===== src/rtl/shift_add_multiplier_16b_pkg.sv =====
`default_nettype none
// ============================================================================
// Module      : shift_add_multiplier_16b_pkg
// Description : Shared declarations for the shift-and-add multiplier: FSM
//               state encoding (visible to the bench for state probing),
//               default geometry and the carry-out helper.
// Revision    : 1.0 - initial release
// ============================================================================
package shift_add_multiplier_16b_pkg;

    localparam int DEF_WIDTH = 16;
    localparam int DEF_CNT_W = 5;

    // 2-bit encoding; code 2'd3 is unused and recovers to ST_IDLE.
    typedef enum logic [1:0] {
        ST_IDLE = 2'd0,
        ST_RUN  = 2'd1,
        ST_DONE = 2'd2
    } state_t;

    // Carry out of a lookahead adder from its group propagate/generate.
    function automatic logic cla_carry_out(input logic pg, input logic gg, input logic cin);
        return gg | (pg & cin);
    endfunction

endpackage
`default_nettype wire


===== src/rtl/carry_lookahead_adder_16b.sv =====
`default_nettype none
// ============================================================================
// Module      : carry_lookahead_adder_16b
// Description : 16-bit two-level carry-lookahead adder (four 4-bit groups
//               plus a group-level lookahead unit).
// Ports       : A, B     in  16  addends
//               C_in     in  1   carry in
//               Sum      out 16  A + B + C_in (low 16 bits)
//               Pg, Gg   out 1   block propagate / generate
//               overflow out 1   two's-complement overflow
// Revision    : 1.0 - initial release
// ============================================================================
module carry_lookahead_adder_16b (
    input  logic [15:0] A,
    input  logic [15:0] B,
    input  logic        C_in,
    output logic [15:0] Sum,
    output logic        Pg,
    output logic        Gg,
    output logic        overflow
);

    logic [15:0] w_p;
    logic [15:0] w_g;
    logic [15:0] w_bit_c;   // carry into each bit
    logic [3:0]  w_grp_p;
    logic [3:0]  w_grp_g;
    logic [4:0]  w_grp_c;   // carry into each group, [4] is carry out

    assign w_p = A ^ B;
    assign w_g = A & B;

    // Group-level lookahead, fully expanded so no carry depends on a
    // neighbouring carry of the same vector.
    assign w_grp_c[0] = C_in;
    assign w_grp_c[1] = w_grp_g[0] | (w_grp_p[0] & C_in);
    assign w_grp_c[2] = w_grp_g[1] | (w_grp_p[1] & w_grp_g[0])
                      | (w_grp_p[1] & w_grp_p[0] & C_in);
    assign w_grp_c[3] = w_grp_g[2] | (w_grp_p[2] & w_grp_g[1])
                      | (w_grp_p[2] & w_grp_p[1] & w_grp_g[0])
                      | (w_grp_p[2] & w_grp_p[1] & w_grp_p[0] & C_in);

    assign Pg = &w_grp_p;
    assign Gg = w_grp_g[3] | (w_grp_p[3] & w_grp_g[2])
              | (w_grp_p[3] & w_grp_p[2] & w_grp_g[1])
              | (w_grp_p[3] & w_grp_p[2] & w_grp_p[1] & w_grp_g[0]);
    assign w_grp_c[4] = Gg | (Pg & C_in);

    for (genvar gi = 0; gi < 4; gi++) begin : g_group
        localparam int LSB = 4 * gi;
        logic [3:0] p;
        logic [3:0] g;
        logic       ci;

        assign p  = w_p[LSB +: 4];
        assign g  = w_g[LSB +: 4];
        assign ci = w_grp_c[gi];

        assign w_grp_p[gi] = &p;
        assign w_grp_g[gi] = g[3] | (p[3] & g[2]) | (p[3] & p[2] & g[1])
                           | (p[3] & p[2] & p[1] & g[0]);

        assign w_bit_c[LSB]     = ci;
        assign w_bit_c[LSB + 1] = g[0] | (p[0] & ci);
        assign w_bit_c[LSB + 2] = g[1] | (p[1] & g[0]) | (p[1] & p[0] & ci);
        assign w_bit_c[LSB + 3] = g[2] | (p[2] & g[1]) | (p[2] & p[1] & g[0])
                                | (p[2] & p[1] & p[0] & ci);
    end

    assign Sum      = w_p ^ w_bit_c;
    assign overflow = w_grp_c[4] ^ w_bit_c[15];

endmodule
`default_nettype wire


===== src/rtl/shift_add_multiplier_16b.sv =====
`default_nettype none
// ============================================================================
// Module      : shift_add_multiplier_16b
// Description : Unsigned 16x16->32 radix-2 shift-and-add multiplier, one
//               partial product per clock through a carry-lookahead adder,
//               valid/ready handshake on input and output.
// Ports       : clk        in  1   clock, rising edge
//               rst        in  1   asynchronous active-high reset
//               in_valid   in  1   A/B valid
//               in_ready   out 1   ready for operands (IDLE only)
//               A, B       in  16  multiplicand, multiplier (unsigned)
//               out_valid  out 1   product valid (DONE only)
//               out_ready  in  1   downstream accepts product
//               product    out 32  A*B
// Revision    : 1.0 - initial release
// ============================================================================
module shift_add_multiplier_16b
    import shift_add_multiplier_16b_pkg::*;
#(
    parameter int WIDTH = DEF_WIDTH,   // only 16 is supported
    parameter int CNT_W = DEF_CNT_W    // must be able to hold WIDTH
) (
    input  logic                 clk,
    input  logic                 rst,
    input  logic                 in_valid,
    output logic                 in_ready,
    input  logic [WIDTH-1:0]     A,
    input  logic [WIDTH-1:0]     B,
    output logic                 out_valid,
    input  logic                 out_ready,
    output logic [2*WIDTH-1:0]   product
);

    localparam logic C_ADD_CIN = 1'b0;

    state_t               r_state;
    state_t               w_state_nxt;
    logic [WIDTH-1:0]     r_m;
    logic [2*WIDTH-1:0]   r_p;
    logic [CNT_W-1:0]     r_cnt;

    logic                 w_load;
    logic                 w_step;
    logic                 w_last;
    logic [WIDTH-1:0]     w_add_b;
    logic [WIDTH-1:0]     w_sum;
    logic                 w_pg;
    logic                 w_gg;
    logic                 w_carry;
    logic                 w_add_ovf_unused;

    // Multiplicand masked by the current multiplier bit: when P[0]=0 the
    // adder passes P[31:16] through with zero carry, which is exactly the
    // plain right shift, so one datapath covers both cases.
    assign w_add_b = r_p[0] ? r_m : '0;

    carry_lookahead_adder_16b u_cla (
        .A        (r_p[2*WIDTH-1:WIDTH]),
        .B        (w_add_b),
        .C_in     (C_ADD_CIN),
        .Sum      (w_sum),
        .Pg       (w_pg),
        .Gg       (w_gg),
        .overflow (w_add_ovf_unused)
    );

    assign w_carry = cla_carry_out(w_pg, w_gg, C_ADD_CIN);
    assign w_last  = (r_cnt == CNT_W'(WIDTH - 1));

    // State register
    always_ff @(posedge clk or posedge rst) begin
        if (rst) begin
            r_state <= ST_IDLE;
        end else begin
            r_state <= w_state_nxt;
        end
    end

    // Next state and handshake outputs
    always_comb begin
        w_state_nxt = r_state;
        in_ready    = 1'b0;
        out_valid   = 1'b0;
        w_load      = 1'b0;
        w_step      = 1'b0;
        case (r_state)
            ST_IDLE: begin
                in_ready = 1'b1;
                if (in_valid) begin
                    w_load      = 1'b1;
                    w_state_nxt = ST_RUN;
                end
            end
            ST_RUN: begin
                w_step = 1'b1;
                if (w_last) begin
                    w_state_nxt = ST_DONE;
                end
            end
            ST_DONE: begin
                out_valid = 1'b1;
                if (out_ready) begin
                    w_state_nxt = ST_IDLE;
                end
            end
            default: begin
                w_state_nxt = ST_IDLE;
            end
        endcase
    end

    // Datapath: multiplicand, product/multiplier shift register, counter
    always_ff @(posedge clk or posedge rst) begin
        if (rst) begin
            r_m   <= '0;
            r_p   <= '0;
            r_cnt <= '0;
        end else if (w_load) begin
            r_m   <= A;
            r_p   <= {{WIDTH{1'b0}}, B};
            r_cnt <= '0;
        end else if (w_step) begin
            r_p   <= {w_carry, w_sum, r_p[WIDTH-1:1]};
            r_cnt <= r_cnt + CNT_W'(1);
        end
    end

    // Product is held in P until the next operand is accepted.
    assign product = r_p;

endmodule
`default_nettype wire


===== config.mk =====
export PLATFORM = sky130hd
export DESIGN_NAME = shift_add_multiplier_16b
export DESIGN_NICKNAME = d
export VERILOG_FILES = /design/src/rtl/shift_add_multiplier_16b_pkg.sv /design/src/rtl/carry_lookahead_adder_16b.sv /design/src/rtl/shift_add_multiplier_16b.sv
export SDC_FILE = /design/constraint.sdc
export NUM_CORES = 1
export LEC_CHECK = 0
export CORE_MARGIN = 3
export CORE_UTILIZATION = 50
export DETAILED_ROUTE_END_ITERATION = 7
export GPL_TIMING_DRIVEN = 0
export PLACE_DENSITY = 0.81
export RECOVER_POWER = 25
export SLEW_MARGIN = 40
export SYNTH_ARGS = -nofsm -noshare
export SYNTH_HDL_FRONTEND = slang
export SYNTH_SLANG_ARGS = --single-unit

===== constraint.sdc =====
create_clock -name clk -period 6.1 [get_ports clk]
set_input_delay 1.22 -clock clk [delete_from_list [all_inputs] [get_ports clk]]
set_output_delay 1.22 -clock clk [all_outputs]
set_load 0.01 [all_outputs]

# Word level (Yosys, flattened, before mapping)

Cells that the tools add are included.

Output and inout port bits: 34
Bits in registers: 55
Input bits: 36
Logic and storage cells: 133

Equal/unequal tests: 6
Reductions and logical operators: 6
Multiplexer cells: 14
Bitwise operators: 102
Add/sub/neg operators: 1

Operators by type and width:

| cell                                                             | count |
|---|---|
| 32-bit two-way mux                                               | 2 |
| 1-bit bitwise AND                                                | 60 |
| 1-bit OR                                                         | 39 |
| 16-bit XOR                                                       | 2 |
| 16-bit bitwise AND                                               | 1 |
| 16-bit two-way mux                                               | 1 |
| 4-bit AND reduction                                              | 3 |
| 5-bit two-way mux                                                | 2 |
| 2-bit two-way mux                                                | 3 |
| 2-bit inequality test (second input constant)                    | 3 |
| 2-bit case mux with 3 select lines                               | 1 |
| 5-bit by 1-bit adder with 5-bit output (second input constant)   | 1 |
| 5-bit by 4-bit == test with 1-bit output (second input constant) | 1 |
| 1-bit two-way mux                                                | 5 |
| 3-bit AND reduction                                              | 1 |
| 2-bit by 1-bit == test with 1-bit output (second input constant) | 1 |
| 2-bit == test (second input constant)                            | 1 |
| 2-bit logical NOT                                                | 1 |
| 2-bit nonzero test                                               | 1 |

# Depth between registers and ports, before layout

Gate-level depths: netlist of the first run.

Word-level depth: 14
Depth in mapped cells: 10
Depth with buffers taken out: 9

# By module

A second synthesis of the first run with hierarchy kept.

Cells, all modules: 355
Area, all modules: 3,200.6 um^2

Modules (own cells, without submodules):

| module                    | instances | area an instance (um^2) | cells an instance | sequential area each (um^2) |
|---|---|---|---|---|
| shift_add_multiplier_16b  | 1         | 2,446.1                 | 259               | 1,376.3 |
| carry_lookahead_adder_16b | 1         | 754.5                   | 96                | 0.0 |

# Worst setup path before layout of the first run

Ideal clock, no wire load.

Kind: reg-to-reg
Start: reg r_p[0], in the netlist product[0]
End: reg r_p[28], in the netlist product[28]
Setup time: 132 ps
Setup slack: 3,417 ps
Clock period less this slack: 2,683 ps
Required time: 5,968 ps
Arrival time: 2,551 ps
Stages on the path, launching flop included: 11
Buffers on the path: 1
Path through: dfrtp_1 clkbuf_1 and2_1 ha_1 a21o_1 a2111o_1 a21oi_2 a21oi_1 fa_1 xnor2_1 o21ai_1

Cells in the longest elaborated chain, start to end: 14
Elaborated cells on any way between the ends: 39
Those cells by class: mux (3); bitwise (34); reduce/logical (2)

Ends and longest elaborated chain:

| item                                                    | RTL line                                                         | RTL |
|---|---|---|
| start, declared                                         | shift_add_multiplier_16b.sv:39                                   | `logic [2*WIDTH-1:0] r_p;` |
| start signal, assigned                                  | shift_add_multiplier_16b.sv:120                                  | `r_p <= {{WIDTH{1'b0}}, B};` |
| start signal, assigned                                  | shift_add_multiplier_16b.sv:123                                  | `r_p <= {w_carry, w_sum, r_p[WIDTH-1:1]};` |
| 16-bit two-way mux *                                    | shift_add_multiplier_16b.sv:55                                   | `assign w_add_b = r_p[0] ? r_m : '0;` |
| 16-bit XOR / 16-bit bitwise AND (equally long branches) | carry_lookahead_adder_16b.sv:30, carry_lookahead_adder_16b.sv:31 |  |
| 1-bit bitwise AND, on equally long branches             | carry_lookahead_adder_16b.sv:60, carry_lookahead_adder_16b.sv:61 |  |
| 1-bit OR (tied with other cells)                        | carry_lookahead_adder_16b.sv:60                                  | `assign w_grp_g[gi] = g[3] \| (p[3] & g[2]) \| (p[3] & p[2] & g[1])` |
| 1-bit OR / 1-bit bitwise AND (equally long branches)    | carry_lookahead_adder_16b.sv:60, carry_lookahead_adder_16b.sv:61 |  |
| 1-bit OR                                                | carry_lookahead_adder_16b.sv:61                                  | `\| (p[3] & p[2] & p[1] & g[0]);` |
| 1-bit bitwise AND                                       | carry_lookahead_adder_16b.sv:39                                  | `assign w_grp_c[3] = w_grp_g[2] \| (w_grp_p[2] & w_grp_g[1])` |
| 1-bit OR                                                | carry_lookahead_adder_16b.sv:39                                  |  |
| 1-bit OR                                                | carry_lookahead_adder_16b.sv:40                                  | `\| (w_grp_p[2] & w_grp_p[1] & w_grp_g[0])` |
| 1-bit bitwise AND                                       | carry_lookahead_adder_16b.sv:64                                  | `assign w_bit_c[LSB + 1] = g[0] \| (p[0] & ci);` |
| 1-bit OR                                                | carry_lookahead_adder_16b.sv:64                                  |  |
| 16-bit XOR *                                            | carry_lookahead_adder_16b.sv:70                                  | `assign Sum = w_p ^ w_bit_c;` |
| 32-bit two-way mux *                                    | shift_add_multiplier_16b.sv:122                                  | `end else if (w_step) begin` |
| 32-bit two-way mux *                                    | shift_add_multiplier_16b.sv:118                                  | `end else if (w_load) begin` |

Mark *: on every way between the ends. The rest lies on a longest branch, timed or not. The select of a mux whose other input is x is not followed.
A chain may end at the register's enable or synchronous reset.

==> impl_metrics.csv, run 1 <==
group,metric,value,unit
routing,wl_per_cell,16.0,um
final_layout,antennaDiodeCount,0,
routing,wl,7580,um
setup_path,critPathMaxFanout,31,
logic_synthesis,ys.flop_type,"dfrtp_1",
logic_synthesis,syn_area,2960,sq um
clock_tree,cts_made_buffers,5,
grt,antenna_found_initial,0,
die,core.rowCount,27,
logic_synthesis,synthDistinctLibCells,44,
pwr,netSwitchingPower,814,uW
outcome,outcome,"finished with violations",
setup_path,reg2reg_from,"product[0]$_DFFE_PP0P_",
logic_synthesis,yosysTopAreaCell,"dfrtp_1",
clock_tree,post_cts_buffers,0,
logic_synthesis,syn_inst,324,
sta,fin_crit_sh,58.2,%
sta,finalClockSkew,9.49,ps
final_layout,nets,459,
setup_path,rrSetupSlack,2880,ps
grt,grt_overflow,0,
outcome,failed_checks,"capacitance limit, slew limit",
sta,setup_violations,0,
logic_synthesis,synth_nets,382,
clock_tree,clk_latency,310,ps
logic_synthesis,yosys_register_bits,55,
logic_synthesis,ys_warn_count,0,
placed_design,place_hpwl,5490,um
grt,grt_usage,22.4,%
pwr,p_per_area,508,nW/um^2
flow_run,drv_cap,1,
pwr,peakVddDrop,281,uV
logic_synthesis,synth_area_leaders,"dfrtp_1 (47%), nand2_1 (12%), ha_1 (7.6%)",
routing,drc_errors,0,
min_path,hp-class,"flip-flop to flip-flop",
sta,max-slew-margin-rel,-10.1,%
routing,final_antenna_net_count,0,
clock_tree,root_buffer,"clkbuf_8",
clock_tree,cts.htree.levels,2,
setup_path,cp-startpoint,"rst",
setup_path,worstSetupEndpoint,"r_cnt[4]$_DFFE_PP0P_",
sta,finalHoldViolCount,0,
routing,drtIter0Drc,146,
sta,rsz0062_at_grt,"false",
grt,grt_pass1_wl,12700,um
die,dieArea,6870,sq um
clock_tree,cts_num_sinks,55,
pwr,p_int,1140,uW
setup_path,end_kind,"asynchronous set/reset pin",
pwr,p_total,1950,uW
logic_synthesis,synth_area_per_cell,9.12,sq um
pwr,leakagePower,0.00176,uW
placed_design,gp_congestion,0.865,
sta,slew_violations,32,
sta,max_freq,282,MHz
setup_path,crit_arrival,3680,ps
setup_path,reg2regPathDepth,10,
logic_synthesis,synth_seq_area_share,46.6,%
clock_tree,clk_pin_slew,100,ps
logic_synthesis,synth_edf_count,0,
die,io_pins,70,
logic_synthesis,synth-async-reset-ratio,100,%
pwr,swShare,41.7,%
setup_path,critical_path.startpoint_type,"primary input",
clock_tree,hold_buffers,0,
die,fp.dieH,82.9,um
die,fp.coreArea,5610,sq um
routing,dr_total_vias,2645,
clock_tree,cts_tree,"yes",
grt,grt_max_degree,32,
die,die_width,82.9,um
final_layout,drive_above_1_share,3.73,%
final_layout,area_growth,30.1,%
logic_synthesis,yosys.area.top_type_share,46.6,%
setup_path,critical_path_class,"primary input to asynchronous set/reset pin",
setup_path,r2r_end,"product[28]$_DFFE_PP0P_",
placed_design,io_buffers,69,
pwr,comb_power_share,53.4,%
routing,viasPerCell,5.58,
sta,period_minus_slack,3550,ps
clock_tree,cts_resized,0,
pwr,seqPwrFrac,35.0,%
sta,tightest_slew,1650,ps
clock_tree,cts_buffer_depth,2,
sta,tns,0,ps
setup_path,cp.required,6230,ps
die,floorplan.initialDensity,52.7,%
routing,firstDrtPassIters,4,
pwr,p_clk_share,11.7,%
grt,grt_pass1_vias,2750,
[metrics by stage]
stage	cells	instance area (sq um)	hold slack [ps]	worst slack, ps	util (%)
2_1_floorplan	324	2960	437	3420	-
3_3_place_gp	465	3740	450	2510	66.6
3_5_place_dp	466	3760	456	2920	67.0
4_1_cts	474	3860	479	2900	68.9
5_1_grt	474	3840	512	2060	68.6
6_report	474	3840	481	2550	68.6
[worst max-delay path, cell delays in order]
cell,delay (ps)
dlygate4sd3_1,540
clkinvlp_2,640
clkbuf_1,1260
[logic make-up after synthesis]
| family | synth area share (%) |
|---|---|
| XOR/XNOR | 2.07 |
| adder cells (fa/ha/maj) | 10.3 |
| flip-flops | 46.6 |
| AO/OA/AOI/OAI | 15.1 |
| AND/OR/NAND/NOR | 23.0 |
| buffers and inverters | 2.92 |
[layout make-up]
| type | instances | area [sq um] |
|---|---|---|
| fill | 456 | 1760 |
| multi-input combinational | 246 | 1490 |
| sequential | 55 | 1380 |
| timing repair buffer | 70 | 694 |
| clock buffer | 7 | 96.3 |
| tap | 72 | 90.1 |
| buffer | 16 | 60.1 |
| inverter | 7 | 27.5 |
| clock inverter | 1 | 7.51 |
[layer usage]
metal  wire length, um  global-route usage [%]
met1              3160                    28.2
met2              3720                    37.3
met3               567                    5.56
met4               136                    8.62
met5                 0                       0
[power groups by stage]
stage                     clock network (uW)  registers [uW]  logic, uW
after detailed placement                   0             683       1040
after CTS                                232             682       1050
after floorplan                            0             699        604
final                                    228             682       1040
after global placement                     0             677        994
after global routing                     245             708       1160
[registers in the layout, indices dropped and copies added (netlist names)]
signal,flops
r_m,16
r_cnt,5
product,32
r_state,2
[Yosys cell counts (2+ instances only)]
| cell type | count |
|---|---|
| and2_1 | 17 |
| nor3_1 | 2 |
| nand2_1 | 97 |
| o21ai_0 | 8 |
| a22oi_1 | 16 |
| xnor2_1 | 4 |
| and3_1 | 2 |
| nor2_1 | 7 |
| nor2b_1 | 3 |
| a31oi_1 | 2 |
| o21ai_1 | 15 |
| inv_1 | 7 |
| xor2_1 | 3 |
| nand3_1 | 15 |
| clkbuf_1 | 12 |
| ha_1 | 18 |
| dfrtp_1 | 55 |
| a21oi_1 | 8 |
| buf_1 | 4 |
| fa_1 | 4 |
| a21o_1 | 2 |
[cells in the final DEF, fill, tap and decap left out, types with 4 or more instances in the layout]
cell             count
clkbuf_1            13
o21ai_1             15
and2_1              17
clkdlybuf4s50_1     67
nor2_1               7
nand2_1             97
fa_1                 4
inv_1                6
xnor2_1              4
nand3_1             15
ha_1                18
buf_1                4
a21oi_1              8
dfrtp_1             55
clkbuf_8             7
o21ai_0              8
a22oi_1             16
[how the worst min path moves through the flow]
stage | from | depth (start not counted) | to
finish | r_m[1]$_DFFE_PP0P_ | 2 | r_m[1]$_DFFE_PP0P_
global route | r_m[4]$_DFFE_PP0P_ | 2 | r_m[4]$_DFFE_PP0P_
CTS | r_m[1]$_DFFE_PP0P_ | 2 | r_m[1]$_DFFE_PP0P_
detailed placement | r_m[1]$_DFFE_PP0P_ | 2 | r_m[1]$_DFFE_PP0P_
global placement | r_m[11]$_DFFE_PP0P_ | 2 | r_m[11]$_DFFE_PP0P_
floorplan | r_m[10]$_DFFE_PP0P_ | 2 | r_m[10]$_DFFE_PP0P_
(Power assumes the default switching activity.)
==> run 2: changes to the inputs <==
CORE_UTILIZATION = 45   (was 50)
PLACE_DENSITY = 0.77   (was 0.81)
clock period = 2.93 ns   (was 6.1 ns; I/O delays follow)
==> run 2 against run 1 <==
Count of clock-buffer cells in the layout shrank 1. Via count barely moved. Highest routed layer unchanged. Die area grew 10%. Global-route usage is 2.2 points lower. Critical path depth up 7. Largest cell class unchanged. Clock skew is 4.3 ps lower. Routed wire length is 2.1% lower. Worst hold slack lost 8.3 ps. Final area up 1.4%. Combinational power up 110%. Register-to-register slack got worse by 2800 ps. The run now ends clean. Cell count grew 1.1%.
==> impl_metrics.csv, run 2 (synthesized netlist as in run 1, its figures left out) <==
group,metric,value,unit
pwr,p_int,2470,uW
clock_tree,cts_made_buffers,5,
routing,drc_errors,0,
pwr,netSwitchingPower,1710,uW
pwr,p_per_area,1070,nW/um^2
die,fp.dieH,87.0,um
die,core.rowCount,28,
setup_path,r2r_end,"product[27]$_DFFE_PP0P_",
die,io_pins,70,
setup_path,reg2reg_from,"product[0]$_DFFE_PP0P_",
sta,hold_ws,472,ps
final_layout,final_util,63.6,%
setup_path,crit_chain,"clkbuf_4 -> and2_1 -> ha_2 -> a21o_1 -> a2111o_1 -> a21oi_2 -> a21oi_1 -> fa_1 -> nand2_1 -> o21ai_0",
grt,grt_pass1_wl,12100,um
final_layout,final_common_cell,"nand2_1",
sta,max-slew-margin-rel,35.4,%
final_layout,largest_reg_flops,32,
setup_path,rrSetupSlack,130,ps
die,fp.coreArea,6130,sq um
setup_path,critical_path.startpoint_type,"flip-flop",
sta,slew_violations,0,
grt,grt_max_degree,39,
sta,finalClockSkew,5.23,ps
pwr,p_clk_share,12.9,%
pwr,p_total,4180,uW
setup_path,cp.required,3110,ps
clock_tree,clk_latency,320,ps
setup_path,cp_slowest_cell,"dfrtp_2",
routing,wl_per_cell,15.5,um
routing,drtIter0Drc,114,
placed_design,place_hpwl,5390,um
outcome,outcome,"finished, final reports clean",
sta,setup_violations,0,
die,floorplan.initialDensity,48.2,%
final_layout,drive_above_1_share,5.45,%
placed_design,io_buffers,69,
clock_tree,cts_buffer_depth,2,
setup_path,worst-path-buf-inv,1,
clock_tree,root_buffer,"clkbuf_8",
setup_path,critical_path.top_delay_family,"compound AO/OA/AOI/OAI gates",
final_layout,layout_common_cells,"nand2_1 (97), clkdlybuf4s50_1 (68), dfrtp_1 (54), and2_1 (17), ha_1 (17)",
routing,viasPerCell,5.53,
pwr,leakagePower,0.00179,uW
setup_path,end_kind,"flip-flop",
sta,fin_crit_sh,95.7,%
sta,max_freq,357,MHz
clock_tree,cts_tree,"yes",
sta,period_minus_slack,2800,ps
placed_design,gp_congestion,0.904,
grt,grt_overflow,0,
flow_run,drv_cap,0,
routing,wl,7430,um
setup_path,reg2regPathDepth,10,
setup_path,crit_arrival,2980,ps
die,die_width,87.0,um
setup_path,critical_path_class,"flip-flop to flip-flop",
clock_tree,cts_num_sinks,55,
pwr,comb_power_share,53.3,%
min_path,worstHoldEndpoint,"r_m[13]$_DFFE_PP0P_",
clock_tree,clk_pin_slew,100,ps
grt,grt_pass1_vias,2597,
sta,rsz0062_at_grt,"false",
clock_tree,hold_buffers,0,
min_path,whs_path_depth,2,
routing,final_antenna_net_count,0,
pwr,peakVddDrop,550,uV
min_path,hp-class,"flip-flop to flip-flop",
min_path,worstHoldStart,"r_m[13]$_DFFE_PP0P_",
die,dieArea,7580,sq um
grt,antenna_found_initial,0,
final_layout,antennaDiodeCount,0,
grt,grt_usage,20.3,%
pwr,seqPwrFrac,33.9,%
setup_path,slowest_delay,460,ps
setup_path,critPathMaxFanout,10,
routing,dr_total_vias,2647,
clock_tree,cts.htree.levels,2,
routing,firstDrtPassIters,4,
sta,tightest_slew,969,ps
final_layout,nets,461,
final_layout,area_growth,31.9,%
pwr,swShare,40.9,%
sta,finalHoldViolCount,0,
## run 2: stage by stage
step | setup TNS (ps) | area [sq um] | setup WS (ps) | cells
final | 0 | 3900 | 127 | 479
after global routing | 0 | 3900 | 3.45 | 479
after CTS | 0 | 3890 | 18.1 | 477
after detailed placement | -394 | 3760 | -202 | 469
after global placement | -2150 | 3740 | -149 | 468
after floorplan | 0 | 2960 | 247 | 324
## run 2: worst max path at each step
stage | endpoint | slack [ps] | start | depth (start not counted)
2_1_floorplan | product[28]$_DFFE_PP0P_ | 250 | product[0]$_DFFE_PP0P_ | 10
3_3_place_gp | product[28]$_DFFE_PP0P_ | -150 | product[0]$_DFFE_PP0P_ | 10
3_5_place_dp | product[27]$_DFFE_PP0P_ | -200 | product[0]$_DFFE_PP0P_ | 10
4_1_cts | product[27]$_DFFE_PP0P_ | 20 | product[0]$_DFFE_PP0P_ | 10
5_1_grt | product[28]$_DFFE_PP0P_ | 3 | product[0]$_DFFE_PP0P_ | 10
6_report | product[27]$_DFFE_PP0P_ | 130 | product[0]$_DFFE_PP0P_ | 10
## run 2: worst reg2reg max path: stages, from the launching register on
cell	delay, ps
dfrtp_2	460
clkbuf_4	210
and2_1	210
ha_2	310
a21o_1	200
a2111o_1	430
a21oi_2	170
a21oi_1	80
fa_1	450
nand2_1	70
o21ai_0	90
## run 2: area by class of cell
class	count	area, sq um
fillers	508	2230
multi-input cells	246	1510
flip-flops and latches	55	1380
repair buffers	72	711
well taps	75	93.8
clock buffers	6	82.6
plain buffers	16	63.8
clock inverters	2	35.0
inverters	7	27.5
## run 2: repair_timing
item / 4_1_cts / 5_1_grt
cloned: 0 / 0
buffers inserted: 0 / 2
setup endpoints to repair: 3 / 2
pin swaps: 0 / 1
gates resized for setup: 4 / 2
## run 2: layer usage
layer	GRT usage [%]	part of all wire [%]	vias up
met5	0	0	-
met4	4.82	1.1	0
met3	5.20	6.8	13
met2	33.9	49	76
met1	26.3	43	1287
li1	-	-	1271
## run 2: power groups by stage
stage	clock network [uW]	logic (uW)	registers, uW
after floorplan	0	1260	1450
final	537	2230	1410
after global routing	570	2490	1470
after CTS	536	2190	1420
after global placement	0	2070	1410
after detailed placement	0	2170	1420
==> run 3: changes to the inputs <==
GPL_TIMING_DRIVEN = default   (was 0)
==> run 3 against run 2 <==
Clock skew increased by 4.1 ps. Largest power group unchanged. Critical endpoint is now product[24]$_DFFE_PP0P_. Worst hold slack improved by 2.2 ps. Critical path depth decreased by 1.
==> impl_metrics.csv, run 3 (synthesized netlist as in run 1, its figures left out) <==
group,metric,value,unit
outcome,outcome,"finished, final reports clean",
pwr,comb_power_share,53.6,%
sta,slew_violations,0,
die,dieArea,7580,sq um
clock_tree,post_cts_buffers,0,
sta,tns,0,ps
placed_design,place_hpwl,5040,um
setup_path,critical_path.startpoint_type,"flip-flop",
final_layout,drive_above_1_share,6.33,%
final_layout,layout_common_cells,"nand2_1 (97), clkdlybuf4s50_1 (68), dfrtp_1 (55), ha_1 (18), and2_1 (17)",
routing,drc_errors,0,
setup_path,crit_chain,"and2_1 -> ha_1 -> a41o_1 -> nor3b_2 -> o31a_1 -> or2_1 -> fa_1 -> xnor2_1 -> o21ai_1",
pwr,p_total,4000,uW
pwr,p_clk_share,10.9,%
final_layout,largest_reg_flops,32,
clock_tree,cts.htree.levels,2,
grt,grt_pass1_vias,2557,
sta,period_minus_slack,2790,ps
pwr,seqPwrFrac,35.5,%
grt,grt_overflow,0,
routing,wl_per_cell,14.5,um
routing,dr_total_vias,2515,
setup_path,critPathMaxFanout,14,
die,fp.coreArea,6130,sq um
final_layout,area_growth,30.2,%
clock_tree,clk_latency,310,ps
clock_tree,cts_resized,0,
placed_design,io_buffers,69,
setup_path,critical_path_class,"flip-flop to flip-flop",
final_layout,fillerInstances,530,
grt,grt_pass1_wl,11900,um
clock_tree,cts_num_sinks,55,
clock_tree,clk_pin_slew,100,ps
pwr,netSwitchingPower,1650,uW
final_layout,antennaDiodeCount,0,
setup_path,cp.required,3140,ps
routing,wl,6820,um
clock_tree,root_buffer,"clkbuf_8",
placed_design,gp_congestion,0.962,
grt,antenna_found_initial,0,
pwr,p_int,2350,uW
clock_tree,cts_made_buffers,5,
sta,max-slew-margin-rel,37.8,%
sta,finalHoldViolCount,0,
setup_path,cp_slowest_cell,"dfrtp_1",
routing,drtIter0Drc,81,
sta,finalClockSkew,9.31,ps
grt,grt_max_degree,32,
min_path,hp-class,"flip-flop to flip-flop",
sta,max_freq,359,MHz
clock_tree,cts_buffer_depth,2,
pwr,swShare,41.2,%
routing,viasPerCell,5.35,
die,fp.dieH,87.0,um
pwr,p_per_area,1040,nW/um^2
clock_tree,cts_tree,"yes",
flow_run,drv_cap,0,
die,die_width,87.0,um
sta,tightest_slew,931,ps
sta,rsz0062_at_grt,"false",
die,floorplan.initialDensity,48.2,%
setup_path,end_kind,"flip-flop",
routing,firstDrtPassIters,4,
clock_tree,hold_buffers,0,
die,core.rowCount,28,
die,io_pins,70,
grt,grt_usage,19.6,%
pwr,leakagePower,0.00179,uW
final_layout,nets,452,
sta,fin_crit_sh,95.2,%
setup_path,slowest_delay,530,ps
pwr,peakVddDrop,498,uV
routing,final_antenna_net_count,0,
sta,setup_violations,0,
final_layout,final_common_cell,"nand2_1",
setup_path,crit_arrival,2990,ps
run 3: per-stage QoR:
stage / std cells / util (%) / worst slack (ps) / hold WS [ps] / instance area, sq um
2_1_floorplan: 324 / - / 247 / 437 / 2960
3_3_place_gp: 462 / 61.5 / 253 / 452 / 3770
3_5_place_dp: 462 / 61.5 / 194 / 455 / 3770
4_1_cts: 470 / 63.0 / 151 / 478 / 3860
5_1_grt: 470 / 62.8 / 8.81 / 519 / 3850
6_report: 470 / 62.8 / 142 / 474 / 3850
run 3: final timing paths:
path	from	endpoint	slack, ps	depth (start not counted)
setup reg to reg	product[0]$_DFFE_PP0P_	product[24]$_DFFE_PP0P_	140	9
min in group asynchronous	rst	r_m[0]$_DFFE_PP0P_	900	2
max in group asynchronous	rst	product[28]$_DFFE_PP0P_	730	3
setup / recovery	product[0]$_DFFE_PP0P_	product[24]$_DFFE_PP0P_	140	9
hold reg to reg	r_cnt[3]$_DFFE_PP0P_	r_cnt[3]$_DFFE_PP0P_	470	1
hold / removal	r_cnt[3]$_DFFE_PP0P_	r_cnt[3]$_DFFE_PP0P_	470	1
run 3: worst max-delay path: cells and delay by family, from the launching register on:
family,cells,cell delay [ps]
compound gates,3,650
fa+ha+maj,2,720
simple gates,3,640
xor+xnor,1,160
flops,1,530
run 3: layout make-up:
cell class	instances	area, sq um	share of cell area (%)
clock buffers	5	68.8	1.79
clock inverters	3	25.0	0.650
inverters	7	26.3	0.683
multi-input cells	246	1500	38.8
flip-flops and latches	55	1380	35.8
well taps	75	93.8	2.44
repair buffers	79	763	19.8
run 3: power groups by stage:
| stage | sequential [uW] | clock [uW] | combinational (uW) |
|---|---|---|---|
| 2_1_floorplan | 1450 | 0 | 1260 |
| 3_3_place_gp | 1440 | 0 | 2080 |
| 3_5_place_dp | 1430 | 0 | 2160 |
| 4_1_cts | 1420 | 445 | 2170 |
| 5_1_grt | 1480 | 476 | 2420 |
| 6_report | 1420 | 438 | 2150 |
run 3: layer usage:
metal  vias to the layer above  global-route usage (%)  wire, um
met2                        62                    32.8      3300
met4                         0                    3.82        56
met1                      1199                    25.6      3050
met3                         6                    5.30       410
li1                       1248                       -         -
met5                         -                       0         0
